<file path="config.mk">
export PLATFORM = sky130hd
export DESIGN_NAME = i2s_tx
export DESIGN_NICKNAME = d
export VERILOG_FILES = /design/src/rtl/i2s_tx.sv
export SDC_FILE = /design/constraint.sdc
export NUM_CORES = 1
export LEC_CHECK = 0
export BUFFER_PORTS_ARGS = -buffer_cell sky130_fd_sc_hd__buf_2
export CORE_MARGIN = 5
export CORE_UTILIZATION = 50
export CTS_BUF_LIST = sky130_fd_sc_hd__clkbuf_2
export CTS_CLUSTER_DIAMETER = 60
export DETAILED_ROUTE_END_ITERATION = 10
export GPL_TIMING_DRIVEN = 0
export HOLD_SLACK_MARGIN = 0.05
export PLACE_DENSITY = 0.79
export SYNTH_ARGS = -nofsm -noshare
export SYNTH_HDL_FRONTEND = slang
export SYNTH_SLANG_ARGS = --single-unit
</file>
<file path="constraint.sdc">
create_clock -name clk -period 4.91 [get_ports clk]
set_input_delay 0.491 -clock clk [delete_from_list [all_inputs] [get_ports clk]]
set_output_delay 0.491 -clock clk [all_outputs]
set_load 0.005 [all_outputs]
</file>
<file path="src/rtl/i2s_tx.sv">
// I2S serial transmitter: one stereo pair per frame, all pacing from mclk_tick.
module i2s_tx #(
    parameter int unsigned DATA_W = 16,
    parameter int unsigned SLOT_W = 32
) (
    input  logic              clk,
    input  logic              rst,
    input  logic              mclk_tick,
    input  logic              lrck_in,
    input  logic [DATA_W-1:0] sample_l,
    input  logic [DATA_W-1:0] sample_r,
    input  logic              sample_valid,
    output logic              sample_ready,
    output logic              sclk_out,
    output logic              ws_out,
    output logic              sdata_out,
    output logic              busy,
    output logic              underrun
);
    localparam int unsigned FRAME_H = 4 * SLOT_W;
    localparam int unsigned H_W     = $clog2(FRAME_H);
    localparam int unsigned B_W     = H_W - 1;
    localparam int unsigned I_W     = $clog2(DATA_W);

    typedef enum logic {IDLE = 1'b0, RUN = 1'b1} state_e;

    state_e            state_q, state_d;
    logic [H_W-1:0]    h_q, h_d;
    logic              full_q, full_d;
    logic [DATA_W-1:0] hold_l_q, hold_l_d;
    logic [DATA_W-1:0] hold_r_q, hold_r_d;
    logic [DATA_W-1:0] shl_q, shl_d;
    logic [DATA_W-1:0] shr_q, shr_d;
    logic              lrck_d_q, lrck_d_d;
    logic              ready_q, ready_d;
    logic              sclk_q, sclk_d;
    logic              ws_q, ws_d;
    logic              sdata_q, sdata_d;
    logic              busy_q, busy_d;
    logic              underrun_q, underrun_d;

    logic              edge_c;
    logic              xfer_c;
    logic [B_W-1:0]    bit_idx;
    logic [B_W-1:0]    pos;
    logic [I_W-1:0]    sel;
    logic [DATA_W-1:0] word;

    // State register and all registered outputs.
    always_ff @(posedge clk or negedge rst) begin
        if (!rst) begin
            state_q    <= IDLE;
            h_q        <= '0;
            full_q     <= 1'b0;
            hold_l_q   <= '0;
            hold_r_q   <= '0;
            shl_q      <= '0;
            shr_q      <= '0;
            lrck_d_q   <= 1'b1;
            ready_q    <= 1'b0;
            sclk_q     <= 1'b0;
            ws_q       <= 1'b0;
            sdata_q    <= 1'b0;
            busy_q     <= 1'b0;
            underrun_q <= 1'b0;
        end else begin
            state_q    <= state_d;
            h_q        <= h_d;
            full_q     <= full_d;
            hold_l_q   <= hold_l_d;
            hold_r_q   <= hold_r_d;
            shl_q      <= shl_d;
            shr_q      <= shr_d;
            lrck_d_q   <= lrck_d_d;
            ready_q    <= ready_d;
            sclk_q     <= sclk_d;
            ws_q       <= ws_d;
            sdata_q    <= sdata_d;
            busy_q     <= busy_d;
            underrun_q <= underrun_d;
        end
    end

    // Next state: frame sequencing, holding register, and output mapping from next h.
    always_comb begin
        state_d    = state_q;
        h_d        = h_q;
        full_d     = full_q;
        hold_l_d   = hold_l_q;
        hold_r_d   = hold_r_q;
        shl_d      = shl_q;
        shr_d      = shr_q;
        lrck_d_d   = lrck_in;
        underrun_d = 1'b0;
        sclk_d     = 1'b0;
        ws_d       = 1'b0;
        sdata_d    = 1'b0;

        edge_c = lrck_in & ~lrck_d_q;
        xfer_c = sample_valid & ready_q;

        case (state_q)
            IDLE: begin
                if (edge_c) begin
                    state_d = RUN;
                    h_d     = '0;
                    if (full_q) begin
                        shl_d  = hold_l_q;
                        shr_d  = hold_r_q;
                        full_d = 1'b0;
                    end else begin
                        shl_d      = '0;
                        shr_d      = '0;
                        underrun_d = 1'b1;
                    end
                end
            end
            RUN: begin
                // Frame always completes; lrck edges are not looked at here.
                if (mclk_tick) begin
                    if (h_q == H_W'(FRAME_H - 1)) begin
                        state_d = IDLE;
                        h_d     = '0;
                    end else begin
                        h_d = h_q + H_W'(1);
                    end
                end
            end
            default: state_d = IDLE;
        endcase

        // A transfer in the frame-start cycle is held for the following frame.
        if (xfer_c) begin
            hold_l_d = sample_l;
            hold_r_d = sample_r;
            full_d   = 1'b1;
        end

        ready_d = ~full_d;
        busy_d  = (state_d == RUN);

        bit_idx = h_d[H_W-1:1];
        ws_d    = (state_d == RUN) && (bit_idx >= B_W'(SLOT_W));
        pos     = ws_d ? (bit_idx - B_W'(SLOT_W)) : bit_idx;
        word    = ws_d ? shr_d : shl_d;
        sel     = I_W'(B_W'(DATA_W) - pos);
        if (state_d == RUN) begin
            sclk_d = h_d[0];
            // Slot position 0 is the one-bit I2S delay after the ws edge.
            if ((pos >= B_W'(1)) && (pos <= B_W'(DATA_W))) begin
                sdata_d = word[sel];
            end
        end
    end

    assign sample_ready = ready_q;
    assign sclk_out     = sclk_q;
    assign ws_out       = ws_q;
    assign sdata_out    = sdata_q;
    assign busy         = busy_q;
    assign underrun     = underrun_q;

endmodule

</file>
-- After elaboration in Yosys (flattened, before gate mapping)
Cells that the tools add are included.
- $add $sub $neg: 3
- magnitude comparators: 4
- eq/ne operators: 1
- muxes and demuxes: 27
- bitwise operators: 5
- reduce and logical (&&, ||, !) cells: 2
- operators by type and width (operator ; count):
    16-bit 2-to-1 mux ; 7
    7-bit 2-to-1 mux ; 3
    7-bit case mux with 2 select lines ; 1
    1-bit 2-to-1 mux ; 13
    7-bit by 1-bit adder with 7-bit output (second input constant) ; 1
    7-bit equality test (second input constant) ; 1
    6-bit by 1-bit >= comparator with 1-bit output (second input constant) ; 1
    6-bit >= comparator (second input constant) ; 1
    6-bit by 5-bit <= comparator with 1-bit output (second input constant) ; 1
    6-bit 2-to-1 mux ; 1
    6-bit subtractor (second input constant) ; 1
    4-bit by 5-bit < comparator with 1-bit output (second input constant) ; 1
    1-bit binary-select mux with 4-bit select ; 1
    1-bit by 4-bit subtractor with 4-bit output (first input constant) ; 1
    1-bit inverter ; 3
    1-bit AND ; 2
    1-bit logical AND ; 2
    1-bit case mux with 2 select lines ; 1
- bits in registers: 79
- input bits: 37
- output and inout bits: 6

-- Longest topological paths before layout
Gate-level depths: netlist (run 1).
- depth after elaboration: 12
- depth in mapped cells: 11
- gate-level depth less buffers: 11

-- Worst setup path before layout (run 1)
No wires, ideal clock.
- path kind: input -> register
- start: in lrck_in
- end: reg sdata_q (netlist: sdata_out)
- library setup time: 0.131 ns
- data arrival time: 2.645 ns
- required time: 4.779 ns
- slack: 2.134 ns
- stages: 10
- path through: nor2b_1 nor3b_2 or2_2 clkinv_1 ha_1 or4_4 a21boi_0 o31ai_1 a41oi_1 a211oi_1
- word-level cells in the longest chain between the ends: 11
- elaborated cells between the ends (all ways): 22
- those cells by class: 2 x add/sub; 3 x order compare; 14 x mux; 1 x bitwise; 2 x reduce/logical
- RTL lines (element ; RTL line ; source):
    start, declared ; 9 ; input logic lrck_in,
    1-bit AND * ; 99 ; edge_c = lrck_in & ~lrck_d_q;
    7-bit 2-to-1 mux ; 104 ; if (edge_c) begin
    7-bit case mux with 2 select lines ; 102 ; case (state_q)
    6-bit >= comparator ; 143 ; ws_d = (state_d == RUN) && (bit_idx >= B_W'(SLOT_W));
    1-bit logical AND ; 143 ;
    6-bit 2-to-1 mux ; 144 ; pos = ws_d ? (bit_idx - B_W'(SLOT_W)) : bit_idx;
    1-bit by 4-bit subtractor with 4-bit output ; 146 ; sel = I_W'(B_W'(DATA_W) - pos);
    1-bit binary-select mux with 4-bit select ; 151 ; sdata_d = word[sel];
    1-bit 2-to-1 mux (not written as such) ; 151 ;
    1-bit 2-to-1 mux ; 150 ; if ((pos >= B_W'(1)) && (pos <= B_W'(DATA_W))) begin
    1-bit 2-to-1 mux * ; 147 ; if (state_d == RUN) begin
    via sdata_d ; 38 ; logic sdata_q, sdata_d;
    end signal, assigned ; 78 ; sdata_q <= sdata_d;
    end, declared ; 38 ;
Mark *: on every way through the listed nets, which the timed path passes. The rest lies on a longest branch. The select of a mux whose other input is x is not followed.
A chain may end at the register's enable or synchronous reset.

-- Final worst setup path (run 1)
Same ends and word-level chain as after synthesis.

==> implementation parameters, run 1 <==
Parameter                              Value

Run status
  Run status ... complete, no violations

Clocking
  Number of buffers between clock root and the deepest sink ... 2
  Post-CTS Resized ... 0
  Later-pin clock latency in the skew report ... between 500 and 600 ps
  Number of buffers inserted to repair setup after CTS ... 0
  Number of levels the H-tree was split into ... 3
  TritonCTS clock tree ... built
  CTS root buffer ... sky130_fd_sc_hd__clkbuf_2
  Number of clock buffers inserted by TritonCTS ... 9
  Clock-pin slew on the worst setup and hold paths ... approximately 220 ps
  Number of clock sinks ... 79

Detailed routing
  Detailed-route vias per instance ... about 5.4
  Count of antenna-violating nets left after detailed routing ... 0
  Routed wire length ... approximately 7700 um
  Number of iterations in the first detailed-routing pass ... 4
  Total number of vias ... about 2700
  Post-detailed-route wirelength per cell ... approximately 15 um
  DRC Markers ... 0
  Number of design-rule violations left by the first detailed-router iteration ... around 180

Setup path
  Dominant delay contributor by cell family on the critical path ... simple AND/OR/NAND/NOR gates
  Buffering stage count on the worst path with inverters included ... 3
  Reg2reg path depth ... 10
  Startpoint-to-endpoint class of the critical path ... in -> reg
  Crit path cell chain ... dlygate4sd3_1 -> buf_2 -> nor2b_1 -> nor3b_2 -> or2_2 -> clkinv_1 -> ha_1 -> or4_4 -> a21boi_0 -> o31ai_1 -> a41oi_1 -> a211oi_1
  Worst R2R End ... sdata_out
  Cell with the biggest individual delay on the critical path ... sky130_fd_sc_hd__or4_4
  Worst stage delay on the critical path ... approximately 560 ps
  Data arrival time of the critical path ... between 3000 and 4000 ps
  Required time reported for the critical path endpoint ... between 5000 and 6000 ps
  Kind of end point of the critical path ... flop
  Startpoint of the lowest-slack register-to-register path ... lrck_d_q
  Worst-path fanout max ... 10
  Reg2reg setup slack ... 1710 ps
  Crit start category ... input pin
  Setup crit start ... lrck_in

Floorplanning
  Die Span Y ... between 90 and 100 um
  Area of the core ... between 7000 and 8000 um^2
  Initial Utilization ... ~51%
  Row count ... 31
  Floorplan die area ... between 9000 and 10000 um^2
  Die Width ... 94.91 um
  Number of top-level pins ... 43

Placement
  Minimum setup slack after placement ... between 1500 and 2000 ps
  Post-placement cell area ... a little under 4000 um^2
  Final estimated routing congestion in global placement ... 0.8313
  HPWL reported at the end of detailed placement ... ~5700 um
  Port-buffer cells ... 42

Synthesis
  Fraction of registers with async set or reset after synthesis ... 100.0%
  Parity-gate share of the synthesized area counting xor and xnor cells ... less than 1%
  Sequential-to-total area share from yosys stat ... about 55%
  Most area-hungry cell type in the Yosys netlist ... sky130_fd_sc_hd__dfrtp_1
  Area fraction in and, or, nand and nor cells after synthesis ... between 10% and 20%
  EDFF count, synth ... 0
  Count of synthesis-stage warnings from yosys ... 0
  Yosys cell types ... 51
  Net count after synthesis ... around 390
  Count of mapped cells out of synthesis ... ~340
  Number of register bits inferred by synthesis ... 79
  Multiplexer area fraction after synthesis ... roughly a tenth
  Dominant combinational cell family by area after synthesis ... simple AND/OR/NAND/NOR gates
  Adder and majority gate portion of the synthesized area ... 1.388%
  Synthesized-area fraction occupied by ao, oa, aoi and oai cells ... 12.29%
  Largest cells by area after synthesis ... sky130_fd_sc_hd__dfrtp_1 54%, sky130_fd_sc_hd__mux2_2 10%, sky130_fd_sc_hd__nand2_1 7.8%
  Cell area after synthesis ... around 3600 um^2
  Fraction of synthesized cell area taken by the top area cell type ... between 50% and 60%
  Top flip-flop cell by instance count after synthesis ... sky130_fd_sc_hd__dfrtp_1
  Average footprint of a synthesized cell ... ~10 um^2

Cells and area
  Filler cell count ... approximately 610
  Most frequent standard cell in the layout excluding fill and tap cells ... sky130_fd_sc_hd__dfrtp_1
  Antenna diode count ... 0
  Core occupancy in the finished layout ... between 50 and 60%
  Area added between synthesis and finish ... 14.40%
  Top library cells by usage in the layout, fill and taps aside ... 78 x sky130_fd_sc_hd__dfrtp_1, 75 x sky130_fd_sc_hd__nand2_1, 44 x sky130_fd_sc_hd__buf_2
  Share of layout cells above drive strength 1 ... about 27%
  Final standard cell area without fillers ... approximately 4100 um^2
  Number of nets in the layout ... approximately 440

STA
  Setup repair after global routing missed its margin ... false
  Max-slew violation count ... 0
  Count of endpoints failing hold in the final timing report ... 0
  Slack of the critical path ... about 1500 ps
  Actual transition at the worst max-transition pin ... 570.2 ps
  Minimum period implied by the final worst setup slack ... 3360 ps
  Maximum operating frequency ... a little under 300 MHz
  Final total negative setup slack ... 0 ps
  Worst hold margin ... approximately 170 ps
  Relative slew margins ... between 60% and 70%
  Clock Skews ... 21.37 ps
  Crit share post-route ... around two thirds
  Final Setup Violations ... 0

Run
  Count of maximum capacitance violations ... 0

GRT
  Total gr overflow ... 0
  Number of antenna violations at the first check in global routing ... 0
  Maximum number of pins on one net before global-route repair ... between 40 and 50
  Vias in the first global route ... 2775
  Wire length of the first global-routing pass ... between 10000 and 15000 um
  GRT Overall Usage ... a little under a fifth

Worst hold path
  Hold path startpoint ... sample_r[5]
  Tightest Hold Check Type ... in -> reg
  Worst hold path depth ... 2
  Destination of the worst hold path ... hold_r_q[5]

Pwr
  Total power per unit cell area ... 584.4 nW/um^2
  Worst IR drop on VDD ... 0.3109 mV
  Leakage power figure ... 1.971 nW
==> where the power goes <==
| group | internal [mW] | switching (mW) |
|---|---|---|
| sequential | 0.943 | 0.147 |
| combinational | 0.441 | 0.483 |
| clock | 0.169 | 0.227 |
==> sequential cells by signal, summed over array words and instances, names as in the netlist <==
signal        cells
shr_q            16
hold_l_q         16
underrun          1
sclk_out          1
sample_ready      1
hold_r_q         16
ws_out            1
lrck_d_q          1
sdata_out         1
busy              1
full_q            1
h_q               7
shl_q            16
==> how the worst max path moves through the flow <==
stage                     slack, ps        end  depth (start not counted)
after floorplan                2130  sdata_out                         10
after global placement         1640  sdata_out                         11
after detailed placement       1590  sdata_out                         11
after CTS                      1610  sdata_out                         12
after global routing           1380  sdata_out                         12
final                          1550  sdata_out                         12
==> per-stage QoR <==
step	std cells	power (mW)
global route	504	2.601
floorplan	344	1.766
detailed placement	486	2.029
finish	504	2.410
CTS	504	2.417
global placement	485	1.956
==> worst reg2reg max path, delay by kind of cell (launching register included) <==
family | cells | cell delay [ps]
compound gates | 4 | 740
fa+ha+maj | 1 | 320
buf+inv | 1 | 250
flops | 1 | 580
simple gates | 4 | 1220
==> cell families after synthesis <==
kind of cell    after synthesis
simple gates                129
flops                        79
compound gates               71
mux                          32
buf+inv                      26
fa+ha+maj                     4
xor+xnor                      3
==> timing repair <==
action,CTS,global route
hold endpoints to repair,31,0
setup endpoints to repair,0,0
hold buffers,2,0
==> cell type report <==
cell class / instances / area, um^2 / share of cell area (%)
Buffer: 21 / 105.1 / 2.549
Clock buffer: 10 / 50.05 / 1.214
Clock inverter: 6 / 85.08 / 2.063
Inverter: 5 / 18.77 / 0.4551
Multi-Input combinational cell: 239 / 1503 / 36.44
Sequential cell: 79 / 1978 / 47.97
Tap cell: 99 / 123.9 / 3.004
Timing Repair Buffer: 45 / 260.3 / 6.311
==> per-layer routing <==
| metal | vias up | global-route usage, % | wire [um] |
|---|---|---|---|
| met1 | 1359 | 23.73 | 3419 |
| met4 | 0 | 6.731 | 150 |
| met2 | 52 | 31.53 | 3812 |
| met3 | 14 | 4.861 | 277 |
| li1 | 1312 | - | - |
| met5 | - | 0 | 0 |
==> Yosys cell counts (2+ instances only) <==
library cell / n
sky130_fd_sc_hd__a21oi_1: 10
sky130_fd_sc_hd__buf_1: 3
sky130_fd_sc_hd__buf_2: 3
sky130_fd_sc_hd__buf_4: 2
sky130_fd_sc_hd__buf_6: 2
sky130_fd_sc_hd__clkbuf_1: 11
sky130_fd_sc_hd__dfrtp_1: 78
sky130_fd_sc_hd__ha_1: 4
sky130_fd_sc_hd__inv_1: 3
sky130_fd_sc_hd__mux2_2: 32
sky130_fd_sc_hd__nand2_1: 75
sky130_fd_sc_hd__nand3_1: 7
sky130_fd_sc_hd__nor2_1: 3
sky130_fd_sc_hd__nor3_1: 17
sky130_fd_sc_hd__o21ai_0: 35
sky130_fd_sc_hd__o21bai_1: 8
sky130_fd_sc_hd__o31ai_1: 9
sky130_fd_sc_hd__or3_1: 8
sky130_fd_sc_hd__xnor2_1: 2
Power figures use the tool's default switching activity.
==> run 2, diff against run 1 <==
--- a/config.mk
+++ b/config.mk
@@ -13,7 +13,7 @@
 export DETAILED_ROUTE_END_ITERATION = 10
 export GPL_TIMING_DRIVEN = 0
 export HOLD_SLACK_MARGIN = 0.05
-export PLACE_DENSITY = 0.79
+export PLACE_DENSITY = 0.82
 export SYNTH_ARGS = -nofsm -noshare
 export SYNTH_HDL_FRONTEND = slang
 export SYNTH_SLANG_ARGS = --single-unit
==> constraint.sdc (replaced) <==
create_clock -name clk -period 2.9 [get_ports clk]
set_input_delay 0.29 -clock clk [delete_from_list [all_inputs] [get_ports clk]]
set_output_delay 0.29 -clock clk [all_outputs]
set_load 0.005 [all_outputs]
==> run 2 against run 1 <==
Effect of this change:
- global-route usage is 0.48 points higher
- power is 70% higher
- cell count is 6.7% higher
- worst hold slack better by 37 ps
- largest cell class unchanged
- setup slack worse by 1400 ps
- sequential power is 70% higher
- critical endpoint unchanged
- utilization is 4.7 points higher
- highest routed layer unchanged
- critical path depth is 1 lower
==> implementation parameters, run 2 (same netlist as run 1, synthesis figures left out) <==
Parameter                              Value

Worst hold path
  Tightest Hold Check Type ... in -> async

Floorplanning
  Floorplan die area ... ~9000 um^2
  Initial Utilization ... 50.51%
  Die Width ... 94.91 um
  Die Span Y ... 94.91 um
  Area of the core ... 7137 um^2
  Number of top-level pins ... 43
  Row count ... 31

Setup path
  Startpoint-to-endpoint class of the critical path ... reg -> reg
  Crit start category ... flop
  Required time reported for the critical path endpoint ... 3340 ps
  Kind of end point of the critical path ... flop
  Worst-path fanout max ... 10
  Data arrival time of the critical path ... between 3000 and 4000 ps

Pwr
  NetSw ... 1.493 mW
  Gate power share ... about two fifths
  Net Sw Frac ... a little over a third
  Sequential power share ... a little under half
  Leakage power figure ... between 2 and 2.5 nW
  Clock network power share ... around 15%
  Total power per unit cell area ... 917.9 nW/um^2
  Internal portion of total power ... 2.603 mW
  Worst IR drop on VDD ... 0.5188 mV

Detailed routing
  Detailed-route vias per instance ... around 5.3
  Number of iterations in the first detailed-routing pass ... 4
  Routed wire length ... between 7000 and 8000 um
  Count of antenna-violating nets left after detailed routing ... 0
  Post-detailed-route wirelength per cell ... ~15 um
  Number of design-rule violations left by the first detailed-router iteration ... roughly 140
  Total number of vias ... approximately 2800
  DRC Markers ... 0

Cells and area
  Number of nets in the layout ... 475
  Count of placed standard cells in the final layout, fillers left out ... approximately 540
  Share of layout cells above drive strength 1 ... about a quarter
  Filler cell count ... between 500 and 600
  Antenna diode count ... 0
  Core occupancy in the finished layout ... between 60% and 70%
  Area added between synthesis and finish ... 23.78%
  Most frequent standard cell in the layout excluding fill and tap cells ... sky130_fd_sc_hd__dfrtp_1
  Top library cells by usage in the layout, fill and taps aside ... 77 x sky130_fd_sc_hd__dfrtp_1, 74 x sky130_fd_sc_hd__nand2_1, 44 x sky130_fd_sc_hd__buf_2

Placement
  Minimum setup slack after placement ... -245.3 ps
  Port-buffer cells ... 42
  HPWL reported at the end of detailed placement ... between 5000 and 6000 um
  Final estimated routing congestion in global placement ... between 0.8 and 0.9
  DP Cell Count ... about 490

STA
  Final Setup Violations ... 0
  Relative slew margins ... a little over three fifths
  Slack of the critical path ... 112.1 ps
  Final total negative setup slack ... 0 ps
  Worst hold margin ... approximately 200 ps
  Clock Skews ... ~33 ps
  Actual transition at the worst max-transition pin ... between 500 and 600 ps
  Count of endpoints failing hold in the final timing report ... 0
  Max-slew violation count ... 0
  Setup repair after global routing missed its margin ... false
  Maximum operating frequency ... between 300 and 400 MHz
  Minimum period implied by the final worst setup slack ... ~2800 ps
  Crit share post-route ... 96.13%

GRT
  Vias in the first global route ... around 2900
  Wire length of the first global-routing pass ... about 14000 um
  Number of antenna violations at the first check in global routing ... 0
  GRT Overall Usage ... approximately a fifth
  Maximum number of pins on one net before global-route repair ... 49
  Total gr overflow ... 0

Clocking
  CTS root buffer ... sky130_fd_sc_hd__clkbuf_2
  Number of clock buffers inserted by TritonCTS ... 9
  Number of levels the H-tree was split into ... 3
  Number of buffers between clock root and the deepest sink ... 2
  Number of clock sinks ... between 70 and 80
  Clock-pin slew on the worst setup and hold paths ... 220 ps
  Later-pin clock latency in the skew report ... 550 ps
  TritonCTS clock tree ... built

Run status
  Run status ... complete, no violations

Run
  Count of maximum capacitance violations ... 0
run 2: path summary, 6_finish.rpt:
kind | slack [ps] | endpoint | from | cells past startpoint
setup / recovery | 110 | sdata_out | h_q[1] | 11
min in group clk | 260 | hold_r_q[15] | sample_valid | 3
setup reg to reg | 110 | sdata_out | h_q[1] | 11
max in group asynchronous | 2140 | underrun | rst | 3
hold reg to reg | 510 | shr_q[0] | shr_q[0] | 2
hold / removal | 200 | shl_q[11] | rst | 2
run 2: through the flow:
step           power (mW)  instance area, um^2
6_report            4.095                 4462
5_1_grt             4.406                 4462
4_1_cts             4.049                 4446
3_3_place_gp        3.306                 3939
3_5_place_dp        3.403                 3969
2_1_floorplan       2.991                 3605
run 2: layer usage:
layer | part of all wire (%) | wire [um] | track usage [%] | vias up
li1 | - | - | - | 1375
met1 | 43 | 3463 | 24.34 | 1367
met2 | 51 | 4045 | 33.18 | 70
met3 | 4.2 | 335 | 4.064 | 20
met4 | 1.7 | 133 | 6.611 | 0
met5 | 0 | 0 | 0 | -
run 2: layout make-up:
class                      instances  area (um^2)  area share (%)
sequential                        79         1979           44.36
multi-input combinational        239         1513           33.90
timing repair buffer              80        605.6           13.57
tap                               99        123.9           2.776
buffer                            20        101.3           2.271
clock inverter                     7        72.57           1.626
clock buffer                       9        45.04           1.010
inverter                           5        21.27          0.4767
run 2: timing repair:
action                                  CTS  global route
hold buffers                             34             1
pin swaps                                 1             1
buffers inserted                          2             0
resized for setup                         3             5
endpoints found under the hold margin   112             1
endpoints found under the setup margin    1             1
run 2: power groups by stage:
| stage | combinational [mW] | clock (mW) | sequential (mW) |
|---|---|---|---|
| after floorplan | 1.20 | 0 | 1.79 |
| after global placement | 1.46 | 0 | 1.85 |
| after detailed placement | 1.53 | 0 | 1.87 |
| after CTS | 1.61 | 0.600 | 1.84 |
| after global routing | 1.84 | 0.659 | 1.90 |
| final | 1.65 | 0.599 | 1.85 |
run 2: critical path, cell delays in order (launching register included):
cell and delay, ps:
sky130_fd_sc_hd__dfrtp_1 460, sky130_fd_sc_hd__ha_1 300, sky130_fd_sc_hd__nand3_1 110, sky130_fd_sc_hd__nand2_2 140
sky130_fd_sc_hd__or2_2 160, sky130_fd_sc_hd__inv_4 60, sky130_fd_sc_hd__ha_2 180, sky130_fd_sc_hd__or4_4 550
sky130_fd_sc_hd__and3b_1 230, sky130_fd_sc_hd__o31ai_1 70, sky130_fd_sc_hd__nand4_1 170, sky130_fd_sc_hd__a211oi_2 270
